===== config.mk =====
export PLATFORM = sky130hd
export DESIGN_NAME = fetch_ctrl
export DESIGN_NICKNAME = d
export VERILOG_FILES = /design/src/rtl/fetch_pkg.sv /design/src/rtl/fetch_fifo.sv /design/src/rtl/fetch_ctrl.sv
export SDC_FILE = /design/constraint.sdc
export NUM_CORES = 1
export LEC_CHECK = 0
export ABC_AREA = 1
export CAP_MARGIN = 25
export CORE_UTILIZATION = 26
export CTS_CLUSTER_DIAMETER = 80
export CTS_CLUSTER_SIZE = 8
export DETAILED_ROUTE_END_ITERATION = 8
export MAX_ROUTING_LAYER = met4
export PLACE_DENSITY = 0.47
export SLEW_MARGIN = 30
export SYNTH_ARGS = -nofsm -noshare
export SYNTH_HDL_FRONTEND = slang
export SYNTH_SLANG_ARGS = --single-unit

===== constraint.sdc =====
create_clock -name clk -period 20.8 [get_ports clk]
set_clock_uncertainty 0.2 [all_clocks]
set_input_delay 4.16 -clock clk [delete_from_list [all_inputs] [get_ports clk]]
set_output_delay 4.16 -clock clk [all_outputs]
set_load 0.01 [all_outputs]

===== src/rtl/fetch_pkg.sv =====
// Shared types, ROM window defaults and address-legality helper for the fetch sequencer.
package fetch_pkg;

    localparam logic [31:0] DEF_BASE_ADDR = 32'hBFC00000;
    localparam int unsigned DEF_MEM_BYTES = 4096;

    typedef enum logic [1:0] {
        IDLE  = 2'd0,
        RUN   = 2'd1,
        FAULT = 2'd2
    } fetch_state_t;

    typedef struct packed {
        logic [31:0] pc;
        logic [31:0] instr;
    } fetch_entry_t;

    // 33-bit compare so a window ending at 2^32 cannot alias to low addresses.
    function automatic logic addr_legal(input logic [31:0] a, input logic [31:0] base,
                                        input int unsigned bytes);
        logic [32:0] w_lo;
        logic [32:0] w_hi;
        logic [32:0] w_a;
        w_lo = {1'b0, base};
        w_hi = {1'b0, base} + 33'(bytes) - 33'd4;
        w_a  = {1'b0, a};
        return (a[1:0] == 2'b00) && (w_a >= w_lo) && (w_a <= w_hi);
    endfunction

endpackage


===== src/rtl/fetch_fifo.sv =====
// Skid FIFO of fetch entries; flush wins over push/pop, head is presented combinationally.
module fetch_fifo
    import fetch_pkg::*;
#(
    parameter int unsigned DEPTH = 2
) (
    input  logic                         clk,
    input  logic                         rst,
    input  logic                         flush,
    input  logic                         push,
    input  logic                         pop,
    input  fetch_entry_t                 din,
    output fetch_entry_t                 dout,
    output logic [$clog2(DEPTH+1)-1:0]   count,
    output logic                         full
);

    localparam int unsigned AW = (DEPTH > 1) ? $clog2(DEPTH) : 1;
    localparam int unsigned CW = $clog2(DEPTH + 1);

    fetch_entry_t  r_mem [DEPTH];
    logic [AW-1:0] r_wr;
    logic [AW-1:0] r_rd;
    logic [CW-1:0] r_count;
    logic          w_do_push;
    logic          w_do_pop;

    assign full      = (r_count == CW'(DEPTH));
    assign w_do_pop  = pop && (r_count != '0);
    assign w_do_push = push && (!full || w_do_pop);
    assign dout      = r_mem[r_rd];
    assign count     = r_count;

    always_ff @(posedge clk) begin
        if (rst || flush) begin
            r_wr    <= '0;
            r_rd    <= '0;
            r_count <= '0;
        end else begin
            if (w_do_push) r_wr <= r_wr + AW'(1);
            if (w_do_pop)  r_rd <= r_rd + AW'(1);
            if (w_do_push && !w_do_pop)      r_count <= r_count + CW'(1);
            else if (w_do_pop && !w_do_push) r_count <= r_count - CW'(1);
        end
    end

    // Storage needs no reset; pointers and count define validity.
    always_ff @(posedge clk) begin
        if (w_do_push && !flush && !rst) r_mem[r_wr] <= din;
    end

endmodule


===== src/rtl/fetch_ctrl.sv =====
// Instruction-fetch sequencer: owns the PC, fills the skid FIFO, handles redirects and fetch faults.
module fetch_ctrl
    import fetch_pkg::*;
#(
    parameter logic [31:0] BASE_ADDR  = DEF_BASE_ADDR,
    parameter int unsigned MEM_BYTES  = DEF_MEM_BYTES,
    parameter int unsigned FIFO_DEPTH = 2
) (
    input  logic        clk,
    input  logic        rst,
    input  logic        en,
    output logic [31:0] imem_addr,
    input  logic [31:0] imem_rd,
    input  logic        redirect,
    input  logic [31:0] redirect_pc,
    output logic        out_valid,
    input  logic        out_ready,
    output logic [31:0] out_instr,
    output logic [31:0] out_pc,
    output logic        fault,
    output logic [31:0] fault_addr,
    output logic [31:0] fetch_count
);

    localparam int unsigned CW = $clog2(FIFO_DEPTH + 1);

    fetch_state_t  r_state;
    fetch_state_t  w_state_nxt;
    logic [31:0]   r_pc;
    logic [31:0]   w_pc_nxt;
    logic          r_fault;
    logic          w_fault_nxt;
    logic [31:0]   r_fault_addr;
    logic [31:0]   w_fault_addr_nxt;
    logic [31:0]   r_fetch_count;

    logic          w_redir;
    logic          w_pc_legal;
    logic          w_tgt_legal;
    logic          w_pop;
    logic          w_push;
    logic          w_full;
    logic [CW-1:0] w_count;
    fetch_entry_t  w_head;
    fetch_entry_t  w_entry;

    assign w_redir     = redirect && (r_state != FAULT);
    assign w_pc_legal  = addr_legal(r_pc, BASE_ADDR, MEM_BYTES);
    assign w_tgt_legal = addr_legal(redirect_pc, BASE_ADDR, MEM_BYTES);
    assign out_valid   = (w_count != '0);
    assign w_pop       = out_valid && out_ready && !w_redir;
    assign w_push      = (r_state == RUN) && !w_redir && w_pc_legal && (!w_full || w_pop);
    assign w_entry     = '{pc: r_pc, instr: imem_rd};

    fetch_fifo #(.DEPTH(FIFO_DEPTH)) u_fifo (
        .clk   (clk),
        .rst   (rst),
        .flush (w_redir),
        .push  (w_push),
        .pop   (w_pop),
        .din   (w_entry),
        .dout  (w_head),
        .count (w_count),
        .full  (w_full)
    );

    always_ff @(posedge clk) begin
        if (rst) begin
            r_state       <= IDLE;
            r_pc          <= BASE_ADDR;
            r_fault       <= 1'b0;
            r_fault_addr  <= '0;
            r_fetch_count <= '0;
        end else begin
            r_state      <= w_state_nxt;
            r_pc         <= w_pc_nxt;
            r_fault      <= w_fault_nxt;
            r_fault_addr <= w_fault_addr_nxt;
            if (w_pop) r_fetch_count <= r_fetch_count + 32'd1;
        end
    end

    // Redirect overrides everything; otherwise the state decides PC advance and fault capture.
    always_comb begin
        w_state_nxt      = r_state;
        w_pc_nxt         = r_pc;
        w_fault_nxt      = r_fault;
        w_fault_addr_nxt = r_fault_addr;
        if (w_redir) begin
            if (w_tgt_legal) begin
                w_pc_nxt = redirect_pc;
            end else begin
                w_state_nxt      = FAULT;
                w_fault_nxt      = 1'b1;
                w_fault_addr_nxt = redirect_pc;
            end
        end else begin
            case (r_state)
                IDLE: begin
                    if (en) w_state_nxt = RUN;
                end
                RUN: begin
                    if (!w_pc_legal) begin
                        w_state_nxt      = FAULT;
                        w_fault_nxt      = 1'b1;
                        w_fault_addr_nxt = r_pc;
                    end else begin
                        if (w_push) w_pc_nxt = r_pc + 32'd4;
                        if (!en)    w_state_nxt = IDLE;
                    end
                end
                FAULT: ;
                default: w_state_nxt = IDLE;
            endcase
        end
    end

    assign imem_addr   = r_pc;
    assign out_instr   = w_head.instr;
    assign out_pc      = w_head.pc;
    assign fault       = r_fault;
    assign fault_addr  = r_fault_addr;
    assign fetch_count = r_fetch_count;

endmodule


Word-level counts from Yosys, hierarchy flattened
Memories as Yosys holds them, arrays and structs flattened. A register that Yosys moved wholly into a read port is not among the register bits.
Cells that the tools add are included.
{"block": "totals", "out_inout_bits": 162, "n_memories": 1, "inputBits": 69, "ram_bits": 128, "regBits": 103, "word_cells": 89}
{"name": "u_fifo.r_mem", "depth": 2, "width": 64, "rd": 1, "rd_clocked_by_memory_dff": 1, "wr": 1, "line_no": "fetch_fifo.sv:21", "rtl": "fetch_entry_t r_mem [DEPTH];"}
{"block": "op_classes", "n_addsub": 6, "magnitude_cmp": 4, "n_reduce_logical": 35, "muxes": 25, "n_eq_ne": 10}
{"cell": "$mux 32", "count": 9}
{"cell": "$ge 32x32->1 const B", "count": 2}
{"cell": "$le 32x32->1 const B", "count": 2}
{"cell": "$add 32x1->32 const B", "count": 1}
{"cell": "$add 32x3->32 const B", "count": 1}
{"cell": "$logic_and 1x1->1", "count": 16}
{"cell": "$mux 2", "count": 7}
{"cell": "$reduce_bool 2->1", "count": 5}
{"cell": "$mux 1", "count": 8}
{"cell": "$reduce_and 4->1", "count": 2}
{"cell": "$logic_not 2->1", "count": 3}
{"cell": "$ne 2x2->1 const B", "count": 3}
{"cell": "$pmux 2 s3", "count": 1}
{"cell": "$logic_not 1->1", "count": 5}
{"cell": "$eq 2x2->1 const B", "count": 2}
{"cell": "$ne 2x1->1 const B", "count": 2}
{"cell": "$ne 4x3->1 const B", "count": 1}
{"cell": "$logic_or 1x1->1", "count": 3}
{"cell": "$ne 3x2->1 const B", "count": 1}
{"cell": "$reduce_and 3->1", "count": 1}
{"cell": "$add 1x1->1 const B", "count": 2}
{"cell": "$add 2x1->2 const B", "count": 1}
{"cell": "$eq 2x1->1 const B", "count": 1}
{"cell": "$sub 2x1->2 const B", "count": 1}

Logic depth before layout (Yosys ltp)
{"block": "logic_depth", "ltp_word": 11, "depth_mapped": 13, "mapped_depth_nobuf": 13}

By module
A second synthesis with hierarchy kept.
{"block": "hier_totals", "cells_unflattened": 1038, "area_unflattened_um2": 10244.8}
{"module": "fetch_fifo", "instances": 1, "seq_area_each_um2": 3943.8, "cells_per_inst": 238, "area_per_inst_um2": 5171.2}
{"module": "fetch_ctrl", "instances": 1, "seq_area_each_um2": 1981.9, "cells_per_inst": 800, "area_per_inst_um2": 5073.6}

Worst setup path before layout
No wires, ideal clock.
{"block": "synth_path", "path_type": "input to register", "start": "in out_ready", "end": "mem u_fifo.r_mem[1][0] in the netlist's numbering, enable pin", "n_path_buf": 0, "slack_ns": 11.064, "cell_stages": 5, "required_ns": 20.035, "arrival_ns": 8.972, "setup_time_ns": 0.565, "path_cell_list": "o21a_1 -> nand2_2 -> nand3_1 -> nand3_2 -> nor3_1"}
{"block": "synth_via", "elab_chain_len": 9, "word_cells_on_any_way": 11, "classes_between": "mux (2); reduce/logical (9)"}
{"item": "start: declaration", "line_no": "fetch_ctrl.sv:17", "rtl": "input logic out_ready,"}
{"item": "$logic_and 1x1->1 (*) (2 in series)", "line_no": "fetch_ctrl.sv:51", "rtl": "assign w_pop = out_valid && out_ready && !w_redir;"}
{"item": "$logic_or 1x1->1 or $logic_and 1x1->1 (tied branches)", "line_no": "fetch_ctrl.sv:52, fetch_fifo.sv:29"}
{"item": "$logic_and 1x1->1 or $logic_or 1x1->1 (tied branches)", "line_no": "fetch_ctrl.sv:52, fetch_fifo.sv:30"}
{"item": "$logic_and 1x1->1 (*)", "line_no": "fetch_fifo.sv:30", "rtl": "assign w_do_push = push && (!full || w_do_pop);"}
{"item": "$logic_and 1x1->1 (*) (2 in series)", "line_no": "fetch_fifo.sv:49", "rtl": "if (w_do_push && !flush && !rst) r_mem[r_wr] <= din;"}
{"item": "$mux 1 (*)", "line_no": "fetch_fifo.sv:49"}
{"item": "$mux 1 (not written as such) (*)", "line_no": "fetch_fifo.sv:49"}
{"item": "end: declaration", "line_no": "fetch_fifo.sv:21"}
Mark *: on every way between the ends. The rest lies on a longest branch, timed or not.

Final worst setup path
{"block": "layout_path", "start": "in redirect", "end": "mem u_fifo.r_mem[0][23] in the netlist's numbering, enable pin"}
{"block": "layout_via", "elab_chain_len": 10, "word_cells_on_any_way": 14, "classes_between": "mux (2); reduce/logical (12)"}
{"item": "start: declaration", "line_no": "fetch_ctrl.sv:14", "rtl": "input logic redirect,"}
{"item": "$logic_and 1x1->1 (*)", "line_no": "fetch_ctrl.sv:47", "rtl": "assign w_redir = redirect && (r_state != FAULT);"}
{"item": "$logic_not 1->1 (*)", "line_no": "fetch_ctrl.sv:51, fetch_ctrl.sv:52"}
{"item": "$logic_and 1x1->1 (on tied branches)", "line_no": "fetch_ctrl.sv:52, fetch_ctrl.sv:51"}
{"item": "$logic_and 1x1->1, or another cell as far along", "line_no": "fetch_ctrl.sv:52", "rtl": "assign w_push = (r_state == RUN) && !w_redir && w_pc_legal && (!w_full || w_pop);"}
{"item": "$logic_and 1x1->1 or $logic_or 1x1->1 (tied branches)", "line_no": "fetch_ctrl.sv:52, fetch_fifo.sv:30"}
{"item": "$logic_and 1x1->1 (*)", "line_no": "fetch_fifo.sv:30"}
{"item": "named net u_fifo.w_do_push", "line_no": "fetch_fifo.sv:25", "rtl": "logic w_do_push;"}
{"item": "$logic_and 1x1->1 (*) (2 in series)", "line_no": "fetch_fifo.sv:49"}
{"item": "$mux 1 (*)", "line_no": "fetch_fifo.sv:49"}
{"item": "$mux 1 (not written as such) (*)", "line_no": "fetch_fifo.sv:49"}
Mark *: on every way through the listed nets, which the timed path passes. The rest lies on a longest branch.

==> run_results.csv <==
group,metric,value,unit
cells_and_area,seq_area,5930,um2
global_routing,grt_max_degree,65,
synthesis,synth.area.top_cells,"edfxtp_1 38%, dfxtp_1 21%, nand2_1 11%, mux2_2 7.2%, nor2_1 7.0%",
timing,grt_setup_unrepaired,"no",
global_routing,antenna_found_initial,3,
timing,worst_slew_margin_rel,0.374,
synthesis,ys_ff_latch,232,
clocking,numCtsBuffers,35,
drt,drt-wirelength-per-cell,15.5,um
pwr,power_density,81.2,nW/um2
synthesis,synth-compound-area-share,0.0469,
critical_path,required,20720,ps
synthesis,synth_edf_count,128,
critical_path,startpoint_type,"input pin",
global_routing,grtUsageTotal,0.148,
timing,slew_violations,0,
drt,viasPerCell,4.21,
clocking,clk_pin_slew_worst_paths,50,ps
synthesis,async_flop_share,0,
critical_path,path_buf_inv,3,
synthesis,ys_types,35,
clocking,cts_tree,"yes",
global_routing,grt_pass1_vias,7792,
die,start_util,0.266,
drt,drc,0,
cells_and_area,syn2layout_area_growth,38.2,%
pwr,vdd_drop_max,0.0491,mV
synthesis,synth_top_family_by_area,"simple AND/OR/NAND/NOR gates",
clocking,clk_latency,520,ps
die,fp.coreArea,37800,um2
drt,first_pass_iters,6,
synthesis,syn_area,10100,um2
critical_path,cpPeakStageDelay,710,ps
clocking,ctsHoldBuffers,0,
placed_design,placed_cell_area,12900,um2
die,die_height,199,um
placed_design,hpwl,20.1,mm
cells_and_area,layout-drive-gt1-share,0.0949,
drt,finalWirelength,29.0,mm
placed_design,dp_cells,1813,
timing,worst_pin_slew,939,ps
die,io_pins,231,
synthesis,synth_fp_nets,1176,
synthesis,yosys.area.top_type,"edfxtp_1",
critical_path,cp_max_fo,64,
run,max-cap-violations,0,
drt,postRouteAntennaNets,0,
critical_path,cp_top_family,"simple AND/OR/NAND/NOR gates",
synthesis,yosys_warnings,0,
placed_design,place_congestion,0.829,
clocking,htreeDepth,2,
timing,min_period,7120,ps
clocking,ctsResizeCount,0,
critical_path,path_cells,"clkdlybuf4s50_1, nand2_2, nand2_2, nand3_1, nand3_2, inv_1, nand2_1, nor2_4, buf_4",
critical_path,cpMaxStageDelayCell,"buf_4",
synthesis,yosys_most_used_dff,"edfxtp_1",
cells_and_area,fillCellCount,3889,
synthesis,yosysTopAreaCellShare,0.382,
global_routing,grt-ovfl-total,0,
placed_design,io_buffers,230,
timing,hold_viol,0,
timing,fin_crit_sh,0.342,
drt,drtIter0Drc,405,
clocking,cts_buffer_depth,3,
pwr,power.leakage,5.27,nW
cells_and_area,stdcell_area,13900,um2
die,die_w,199,um
global_routing,grt_pass1_wl,43.9,mm
clocking,clock_sinks,232,
synthesis,synth.area.mux_share,0.0716,
critical_path,cp_common_cell,"nand2_2",
critical_path,critical_path_class,"in2reg",
timing,fin_tns_setup,0,ps
die,die_area,39500,um2
cells_and_area,post_layout_nonfiller_instances,1874,
critical_path,crit_path_end_kind,"flop",
outcome,status,"finished, final reports clean",
die,num_rows,71,
synthesis,ys_seq_area_frac,0.589,
clocking,cts_setup_buffers,0,
synthesis,synthCells,1103,
synthesis,avgSynthCellArea,9.12,um2
min_path,hp-class,"reg2reg",
cells_and_area,post-route-util,0.367,
critical_path,cp.arrival,7050,ps
synthesis,yosys.area_share.simple,0.222,
clocking,cts-root-buf,"clkbuf_16",
cells_and_area,finalNetCount,1412,
synthesis,synth_xor_area_frac,0.00435,
cells_and_area,multi_input_area,3530,um2
timing,finalSetupViolations,0,
synthesis,synthAdderAreaFrac,0.00498,
timing,max_freq,0.140,GHz
pwr,power.total,1.13,mW
drt,num_vias,7895,
==> flip-flops by register name, indices dropped and copies added (netlist names), named ones only <==
name          count
u_fifo.r_mem    128
fault_addr       32
fetch_count      32
imem_addr        32
r_state           2
u_fifo.count      2
fault             1
u_fifo.r_rd       1
u_fifo.r_wr       1
==> routing by layer <==
metal | track usage | vias to the layer above | part of all wire
met3 | 0.0378 | 37 | 0.066
met4 | 0.0399 | 0 | 0.019
li1 | - | 4046 | -
met2 | 0.225 | 224 | 0.44
met1 | 0.195 | 3588 | 0.48
met5 | - | - | 0
==> report_power, final <==
part	total [mW]	internal, mW	switching [mW]
sequential	0.507	0.496	0.0112
combinational	0.102	0.0482	0.0539
clock	0.520	0.314	0.205
total	1.13	0.858	0.270
==> area by class of cell <==
| type | instances | share of cell area |
|---|---|---|
| tap | 511 | 0.0460 |
| multi-input combinational | 717 | 0.254 |
| antenna | 3 | 0.000540 |
| sequential | 232 | 0.426 |
| inverter | 116 | 0.0313 |
| clock inverter | 5 | 0.00441 |
| timing repair buffer | 237 | 0.169 |
| clock buffer | 53 | 0.0678 |
==> path summary, 6_finish.rpt <==
| path | from | endpoint | slack, ps | cells past startpoint |
|---|---|---|---|---|
| worst max-delay path | redirect | u_fifo.r_mem[0][23] | 13680 | 9 |
| worst min-delay path | u_fifo.r_wr | u_fifo.r_wr | 260 | 2 |
| worst max register to register | r_state[1] | u_fifo.r_mem[0][23] | 17280 | 9 |
| worst min register to register | u_fifo.r_wr | u_fifo.r_wr | 260 | 2 |
==> worst register-to-register path, cell delays in order, from the launching register on <==
cell     delay (ps)
dfxtp_1         420
nand2_1         110
nand2_2         560
nand2_2         410
nand3_1         190
nand3_2         150
inv_1           150
nand2_1         110
nor2_4           80
buf_4           710
==> cell families after synthesis <==
family | Yosys count
and+or+nand+nor | 557
AOI/OAI and AO/OA | 87
xor gates and xnor gates | 5
adders and majority gates | 4
buffers and inverters | 154
muxes | 64
DFF | 232
==> placed cells by master (no fill, tap or decap), drive strengths merged, types with 3 or more instances in the layout <==
cell / count
nor3: 8
inv: 119
nor2: 188
edfxtp: 128
nand3: 43
nand2: 300
mux2: 64
a21oi: 33
ha: 4
nand4: 4
buf: 7
clkbuf: 53
or2: 3
nand3b: 10
o21a: 5
xor2: 4
diode: 3
clkdlybuf4s50: 230
dfxtp: 104
o21ai: 43
==> cell usage after synthesis (2+ instances only) <==
cell and number:
ha_1 4, dfxtp_1 104, nand2_2 2, xor2_1 4
a21oi_1 32, edfxtp_1 128, mux2_2 64, nand4_1 4
o21a_1 5, inv_1 111, nand3b_1 10, nand3_1 41
buf_1 7, nand2_1 298, clkbuf_1 19, nor2_1 187
nand3_2 2, o21ai_0 43, or2_2 3, inv_2 5
buf_4 5, buf_2 6, nor3_1 7
==> stage by stage <==
step	setup slack [ps]	hold WS, ps
5_1_grt	13360	288
3_3_place_gp	13180	238
3_5_place_dp	13160	247
6_report	13680	262
4_1_cts	13650	265
2_1_floorplan	11060	245
Power figures use the tool's default switching activity.
